## config.mk

```make
export PLATFORM = sky130hd
export DESIGN_NAME = flap_button_debouncer
export DESIGN_NICKNAME = d
export VERILOG_FILES = /design/src/rtl/flap_button_debouncer_pkg.sv /design/src/rtl/flap_button_debouncer_sync_2ff.sv /design/src/rtl/flap_button_debouncer.sv
export SDC_FILE = /design/constraint.sdc
export NUM_CORES = 1
export LEC_CHECK = 0
export CORE_MARGIN = 5
export CORE_UTILIZATION = 47
export DETAILED_ROUTE_END_ITERATION = 16
export HOLD_SLACK_MARGIN = 0.06
export PLACE_DENSITY = 0.7
export SYNTH_ARGS = -nofsm -noshare
export SYNTH_HDL_FRONTEND = slang
export SYNTH_HIERARCHICAL = 1
export SYNTH_SLANG_ARGS = --single-unit
```

## constraint.sdc

```tcl
create_clock -name clk -period 2.2 [get_ports clk]
set_input_delay 0.44 -clock clk [delete_from_list [all_inputs] [get_ports clk]]
set_output_delay 0.44 -clock clk [all_outputs]
set_load 0.01 [all_outputs]
```

## src/rtl/flap_button_debouncer_pkg.sv

```systemverilog
// Shared definitions for the flap button debouncer: FSM state encodings,
// default cycle counts and small elaboration-time helpers.
package flap_pkg;

  typedef logic [1:0] state_t;

  localparam state_t RELEASED     = 2'd0;
  localparam state_t PRESS_WAIT   = 2'd1;
  localparam state_t PRESSED      = 2'd2;
  localparam state_t RELEASE_WAIT = 2'd3;

  // 10 ms debounce, 500 ms first repeat, 250 ms repeat period at 50 MHz
  localparam int DEF_DEBOUNCE_CYCLES      = 500000;
  localparam int DEF_REPEAT_DELAY_CYCLES  = 25000000;
  localparam int DEF_REPEAT_PERIOD_CYCLES = 12500000;

  function automatic int max3(input int a, input int b, input int c);
    int m;
    m = (a > b) ? a : b;
    return (m > c) ? m : c;
  endfunction

  // Counter width for a terminal count of n, never narrower than one bit
  function automatic int cnt_width(input int n);
    return (n <= 2) ? 1 : $clog2(n);
  endfunction

endpackage

```

## src/rtl/flap_button_debouncer_sync_2ff.sv

```systemverilog
// Generic two-flop synchronizer for asynchronous board inputs. Both flops
// reset to RESET_VALUE so the synchronized level is defined during reset.
module sync_2ff #(
  parameter logic RESET_VALUE = 1'b0
) (
  input  logic clk,
  input  logic async_nreset,
  input  logic d,
  output logic q
);

  logic meta;

  // Two-stage capture of the asynchronous input
  always_ff @(posedge clk or negedge async_nreset) begin
    if (!async_nreset) begin
      meta <= RESET_VALUE;
      q    <= RESET_VALUE;
    end else begin
      meta <= d;
      q    <= meta;
    end
  end

endmodule

```

## src/rtl/flap_button_debouncer.sv

```systemverilog
// Push-button debouncer producing the change_state_debounced strobe for the
// flap indicator FSM. Define FLAP_BUTTON_AUTOREPEAT_EN to add auto-repeat
// pulses while the button is held.
//
// state        | meaning
// RELEASED     | button stable released
// PRESS_WAIT   | press seen, counting stable pressed samples
// PRESSED      | press accepted (repeat timer runs here when enabled)
// RELEASE_WAIT | release seen, counting stable released samples
import flap_pkg::*;

module flap_button_debouncer #(
  parameter int DEBOUNCE_CYCLES      = DEF_DEBOUNCE_CYCLES,
  parameter int BUTTON_ACTIVE_LOW    = 1,
  parameter int REPEAT_DELAY_CYCLES  = DEF_REPEAT_DELAY_CYCLES,
  parameter int REPEAT_PERIOD_CYCLES = DEF_REPEAT_PERIOD_CYCLES
) (
  input  logic clk,
  input  logic async_nreset,
  input  logic button_raw,
  output logic change_state_debounced,
  output logic button_pressed
);

  if (DEBOUNCE_CYCLES < 2 || REPEAT_DELAY_CYCLES < 2 || REPEAT_PERIOD_CYCLES < 2) begin : g_bad_cfg
    $error("flap_button_debouncer: cycle parameters must be at least 2");
  end

  localparam logic RELEASED_LEVEL = (BUTTON_ACTIVE_LOW != 0) ? 1'b1 : 1'b0;
`ifdef FLAP_BUTTON_AUTOREPEAT_EN
  localparam int CNT_MAX = max3(DEBOUNCE_CYCLES, REPEAT_DELAY_CYCLES, REPEAT_PERIOD_CYCLES);
`else
  localparam int CNT_MAX = DEBOUNCE_CYCLES;
`endif
  localparam int CW = cnt_width(CNT_MAX);
  localparam logic [CW-1:0] CNT_SAT = {CW{1'b1}};
  // The sample that enters a WAIT state is the first stable one, so the
  // D-th stable sample arrives while the counter holds D-2.
  localparam logic [CW-1:0] DB_LAST = CW'(DEBOUNCE_CYCLES - 2);

  logic        button_sync;
  logic        pressed_s;
  state_t      state, state_next;
  logic [CW-1:0] cnt, cnt_next, cnt_inc;
  logic        db_done;
  logic        rpt_hit;
  logic        pulse_d, pressed_d;

  sync_2ff #(.RESET_VALUE(RELEASED_LEVEL)) u_sync (
    .clk          (clk),
    .async_nreset (async_nreset),
    .d            (button_raw),
    .q            (button_sync)
  );

  assign pressed_s = (BUTTON_ACTIVE_LOW != 0) ? ~button_sync : button_sync;
  assign cnt_inc   = (cnt == CNT_SAT) ? cnt : cnt + CW'(1);
  assign db_done   = (cnt == DB_LAST);

`ifdef FLAP_BUTTON_AUTOREPEAT_EN
  localparam logic [CW-1:0] RD_LAST = CW'(REPEAT_DELAY_CYCLES - 1);
  localparam logic [CW-1:0] RP_LAST = CW'(REPEAT_PERIOD_CYCLES - 1);

  logic [CW-1:0] rcnt, rcnt_next, rcnt_inc;
  logic          rpt_armed, rpt_armed_next;

  assign rcnt_inc = (rcnt == CNT_SAT) ? rcnt : rcnt + CW'(1);
  assign rpt_hit  = (state == PRESSED) && pressed_s &&
                    (rcnt == (rpt_armed ? RP_LAST : RD_LAST));

  // Repeat timer: runs only while held in PRESSED, zero everywhere else
  always_comb begin
    rcnt_next      = '0;
    rpt_armed_next = rpt_armed;
    if (state == PRESSED && pressed_s) begin
      rcnt_next = rpt_hit ? '0 : rcnt_inc;
    end
    if (state == RELEASED || state == PRESS_WAIT) begin
      rpt_armed_next = 1'b0;
    end else if (rpt_hit) begin
      rpt_armed_next = 1'b1;
    end
  end

  // Repeat timer registers
  always_ff @(posedge clk or negedge async_nreset) begin
    if (!async_nreset) begin
      rcnt      <= '0;
      rpt_armed <= 1'b0;
    end else begin
      rcnt      <= rcnt_next;
      rpt_armed <= rpt_armed_next;
    end
  end
`else
  assign rpt_hit = 1'b0;
`endif

  // State register and debounce counter
  always_ff @(posedge clk or negedge async_nreset) begin
    if (!async_nreset) begin
      state <= RELEASED;
      cnt   <= '0;
    end else begin
      state <= state_next;
      cnt   <= cnt_next;
    end
  end

  // Next-state and debounce counter update
  always_comb begin
    state_next = state;
    cnt_next   = '0;
    case (state)
      RELEASED: begin
        if (pressed_s) state_next = PRESS_WAIT;
      end
      PRESS_WAIT: begin
        if (!pressed_s)   state_next = RELEASED;
        else if (db_done) state_next = PRESSED;
        else              cnt_next   = cnt_inc;
      end
      PRESSED: begin
        if (!pressed_s) state_next = RELEASE_WAIT;
      end
      RELEASE_WAIT: begin
        if (pressed_s)    state_next = PRESSED;
        else if (db_done) state_next = RELEASED;
        else              cnt_next   = cnt_inc;
      end
      default: state_next = RELEASED;
    endcase
  end

  // Output decode: pulse on acceptance or repeat, level while pressed
  always_comb begin
    pulse_d   = ((state == PRESS_WAIT) && (state_next == PRESSED)) || rpt_hit;
    pressed_d = (state_next == PRESSED) || (state_next == RELEASE_WAIT);
  end

  // Registered outputs
  always_ff @(posedge clk or negedge async_nreset) begin
    if (!async_nreset) begin
      change_state_debounced <= 1'b0;
      button_pressed         <= 1'b0;
    end else begin
      change_state_debounced <= pulse_d;
      button_pressed         <= pressed_d;
    end
  end

endmodule
```

# Word-level counts from Yosys, hierarchy flattened
# Cells that the tools add are included.
dict set report word_totals {
  ff_bits 25
  in_bits 3
  output_inout_bits 2
  word_cells 29
}
dict set report op_classes {
  reduce_logical 3
  n_eq_ne 7
  n_mux 12
  n_addsub 1
}
# cell n
set op_table {}
lappend op_table {{$mux 19} 4}
lappend op_table {{$eq 19x19->1 const B} 2}
lappend op_table {{$pmux 19 s2} 1}
lappend op_table {{$add 19x1->19 const B} 1}
lappend op_table {{$mux 2} 6}
lappend op_table {{$eq 2x2->1 const B} 4}
lappend op_table {{$pmux 2 s4} 1}
lappend op_table {{$eq 2x1->1 const B} 1}
lappend op_table {{$logic_not 2->1} 1}
lappend op_table {{$logic_and 1x1->1} 1}
lappend op_table {{$logic_or 1x1->1} 1}

# Longest topological paths before layout
# Gate-level depths: netlist of run 1.
dict set report depth {
  word_depth 6
  depth_mapped 8
}

# Modules after synthesis
# The synthesis of run 1 kept the hierarchy.
# mod cells_each seq_area_each_um2 area_per_inst_um2 instances
set modules_own_cells {}
lappend modules_own_cells {flap_button_debouncer 137 575.6 1325.0 1}
lappend modules_own_cells {sync_2ff 2 52.6 52.6 1}

# Worst setup path after synthesis of run 1
# OpenSTA, ideal clock, no wires.
dict set report synth_timing {
  path_type {register to register}
  from {register cnt[1]}
  to {register cnt[16]}
  n_path_buf 1
  period_less_slack_ns 1.999
  path_stages_with_launch 7
  t_arrival_ns 1.870
  required_ns 2.071
  setup_slack_ns 0.201
  cell_sequence {dfrtp_1 ha_1 buf_2 nand4_1 or4_2 a211oi_1 a211oi_1}
}
dict set report synth_between {
  elab_chain_len 5
  elab_cells_between_ends 8
  cone_classes {add/sub: 1; eq/ne: 2; mux: 5}
}
# element line
set synth_rtl {}
lappend synth_rtl {{start, declared} flap_button_debouncer.sv:44} ;# logic [CW-1:0] cnt, cnt_next, cnt_inc;
lappend synth_rtl {{start signal, assigned} flap_button_debouncer.sv:106} ;# cnt <= cnt_next;
lappend synth_rtl {{$add 19x1->19 / $eq 19x19->1 (equally long branches)} flap_button_debouncer.sv:57} ;# assign cnt_inc = (cnt == CNT_SAT) ? cnt : cnt + CW'(1);
lappend synth_rtl {{$mux 19} flap_button_debouncer.sv:57}
lappend synth_rtl {{$mux 19 *} {flap_button_debouncer.sv:120, flap_button_debouncer.sv:128}}
lappend synth_rtl {{$mux 19, on equally long branches} {flap_button_debouncer.sv:127, flap_button_debouncer.sv:119}}
lappend synth_rtl {{$pmux 19 s2 *} flap_button_debouncer.sv:114} ;# case (state)
lappend synth_rtl {{named net cnt_next[16]} flap_button_debouncer.sv:44}
# The timed path passes the listed nets; every way through them passes the cells marked *.

# Final worst setup path of run 1
dict set report layout_timing {
  from {register cnt[0]}
  to {register cnt[16]}
}
# The elaborated chain is that of the path after synthesis.

==> impl_metrics.csv, run 1 <==
group,metric,value,unit
critical_path,r2r_cells,5,
yosys,ys_warn_count,6,
critical_path,cp.arrival,2240,ps
pwr,netSwitchingFraction,0.2377,
floorplan,ios,5,
yosys,syn_avg_cell_area,9.911,µm²
timing,setup_viol,0,
clock_tree,postCtsHoldBufs,0,
yosys,synthTopCellsByCount,"dfrtp_1 (23), nand2_1 (9), a21oi_1 (8)",
critical_path,crit_path_cell_trace,"ha_1 > nand4_1 > or4_2 > a211oi_1 > a211oi_1",
routing,drc,0,
yosys,synth_top_area_frac,0.4178,
place,finalWeightedCongestion,0.9237,
timing,slew_violations,0,
global_route,grt_max_degree,26,
pwr,p_int,545.0,µW
clock_tree,cts_tree,"built",
critical_path,rr_startpoint,"cnt[0]",
routing,wirelength,3107,µm
timing,fmax,495.9,MHz
yosys,synth_area_leaders,"dfrtp_1 (42%), dfstp_2 (3.8%), mux2i_1 (3.6%), a31oi_1 (3.2%), or3_1 (3.2%)",
yosys,synth_edf_count,0,
pwr,p_total,714.9,µW
yosys,synth_ff_type,"dfrtp_1",
routing,first_pass_iters,4,
global_route,antenna_found_initial,0,
yosys,yosysTopAreaCell,"dfrtp_1",
critical_path,start_kind,"flip-flop",
timing,maxSlewHeadroom,0.7174,
finish,utilization,0.5398,
pwr,seq_power_share,0.658,
critical_path,endpoint_kind,"flip-flop",
place,dp_hpwl,2216,µm
clock_tree,clk_latency,330,ps
clock_tree,clk_path_buf_depth,2,
critical_path,cp_common_cell,"a211oi_1",
routing,dr_total_vias,1191,
flow_run,maxCapViolations,0,
critical_path,path_delay_family,"simple AND/OR/NAND/NOR gates",
pwr,p_leak,0.5721,nW
yosys,synth-async-reset-ratio,1.000,
floorplan,coreArea,2781,µm²
timing,tightest_slew,422.4,ps
global_route,grt_usage,0.1670,
yosys,yosysUniqueCellTypes,36,
critical_path,cp.required,2420,ps
critical_path,r2r_setup_slack,180,ps
worst_hold_path,hold_path.class,"flip-flop to flip-flop",
place,portBuffers,4,
clock_tree,cts_setup_buffers,0,
floorplan,chipWidth,64.14,µm
outcome,status,"completed",
critical_path,critical_path.slowest_cell,"or4_2",
clock_tree,root_buffer,"clkbuf_4",
floorplan,die_area,4114,µm²
pwr,ir_worst_vdd,0.4433,mV
clock_tree,cts_sinks,25,
yosys,ys_seq_area_frac,0.4559,
pwr,clock_power_share,0.296,
clock_tree,cts-resized-gates,0,
critical_path,path_max_fanout,6,
worst_hold_path,hold_end,"u_sync/q",
yosys,ys_seq_elements,25,
finish,drive_gt1_frac,0.1409,
pwr,p_per_area,476.2,nW/µm²
floorplan,rows,19,
worst_hold_path,holdPathStages,0,
yosys,synth_nets,144,
floorplan,die_height,64.14,µm
finish,nets,155,
timing,finalHoldViolCount,0,
global_route,grt_pass1_vias,1164,
global_route,globalRouteOverflowTotal,0,
clock_tree,cts_buffers,3,
global_route,grt_pass1_wl,5568,µm
routing,antenna_left,0,
yosys,yosysMostFrequentCell,"dfrtp_1",
finish,n_antenna_cell,0,
critical_path,slowest_delay,740,ps
timing,setup_tns,0,ps
routing,via_per_inst,6.617,
pwr,combPwrFrac,0.046,
yosys,syn_inst,139,
floorplan,start_util,0.4953,
routing,drt-initial-drc-count,109,
pwr,power.switching,169.9,µW
timing,rsz0062_at_grt,"no",
finish,fin_cells,180,
critical_path,crit_buf_inv,0,
finish,syn_to_final_growth,8.992,%
place,dp.cells,176,
timing,post-route-min-period,2017,ps
clock_tree,htreeDepth,1,
critical_path,rr_endpoint,"cnt[16]",
clock_tree,path_clk_slew,140,ps
timing,period_share,0.9166,
critical_path,critPathKind,"flip-flop to flip-flop",
worst_hold_path,min_from,"u_sync/meta",
yosys,synth.cell_area,1378,µm²
timing,fin_skew,4.071,ps
routing,wire_per_inst,17.26,µm
-- worst register-to-register path, stage by stage, from the launching register on --
cell and delay (ps):
dfrtp_1 490, ha_1 200, nand4_1 160, or4_2 740
a211oi_1 240, a211oi_1 80
-- kinds of logic (layout without fill, tap and decap cells) --
| kind of cell | after synthesis | after routing | share of synthesized area |
|---|---|---|---|
| flip-flops | 25 | 25 | 0.4559 |
| AO/OA/AOI/OAI | 37 | 37 | 0.1708 |
| adder cells (fa/ha/maj) | 2 | 2 | 0.01816 |
| XOR/XNOR | 1 | 1 | 0.006359 |
| buffers and inverters | 9 | 19 | 0.03632 |
| multiplexers | 5 | 5 | 0.03633 |
| AND/OR/NAND/NOR | 60 | 60 | 0.2761 |
-- metal layers --
| layer | GRT usage | vias to the layer above | wire [µm] |
|---|---|---|---|
| met3 | 0.04028 | 5 | 160 |
| met1 | 0.2259 | 593 | 1380 |
| li1 | - | 563 | - |
| met2 | 0.2701 | 30 | 1539 |
| met5 | 0 | - | 0 |
| met4 | 0.04071 | 0 | 26 |
-- placed cells by master, fill, tap and decap left out, drive strengths merged, types with 7 or more instances in the layout --
master and n:
dfrtp 23, nand3 8, or3 8, nand2 9, nand4 7, a31oi 7
buf 7, o21ai 8, a21oi 8, nor3 7
-- power groups by stage --
stage | registers, mW | clock network, mW | logic, mW
floorplan | 0.478 | 0 | 0.0158
global placement | 0.479 | 0 | 0.0327
detailed placement | 0.479 | 0 | 0.0339
CTS | 0.471 | 0.217 | 0.0337
global route | 0.471 | 0.249 | 0.0383
finish | 0.471 | 0.211 | 0.0329
-- metrics by stage --
stage                     worst slack, ps  area (µm²)  hold slack [ps]
after floorplan                     201.1        1378            144.4
after global placement              296.4        1474            350.5
after detailed placement            245.5        1474            349.3
after CTS                           220.6        1501            372.9
after global routing                102.2        1501            375.3
final                               183.5        1501            371.2
-- area by class of cell --
type                    count  area, µm²
clock buffers               3      22.52
flip-flops and latches     25      628.1
fillers                   258       1280
inverters                   4      15.01
clock inverters             1      5.005
multi-input cells         105      699.4
well taps                  31      38.79
repair buffers             11      92.59
-- worst max path at each step --
stage	from	endpoint	cells past startpoint
2_1_floorplan	cnt[1]	cnt[16]	6
3_3_place_gp	cnt[1]	cnt[16]	5
3_5_place_dp	cnt[0]	cnt[16]	5
4_1_cts	cnt[0]	cnt[16]	5
5_1_grt	cnt[1]	cnt[4]	6
6_report	cnt[0]	cnt[16]	5
-- registers in the layout, summed over array words and instances (netlist names) --
name	count
button_pressed	1
change_state_debounced	1
cnt	19
state	2
u_sync/meta	1
u_sync/q	1
Note: power is estimated with default switching activity, not from simulation.
==> inputs of run 2 (changes only) <==
Settings changed: SLEW_MARGIN set to 20.
==> results of run 2 <==
No change in the layout: final DEF, timing and power equal those of run 1.
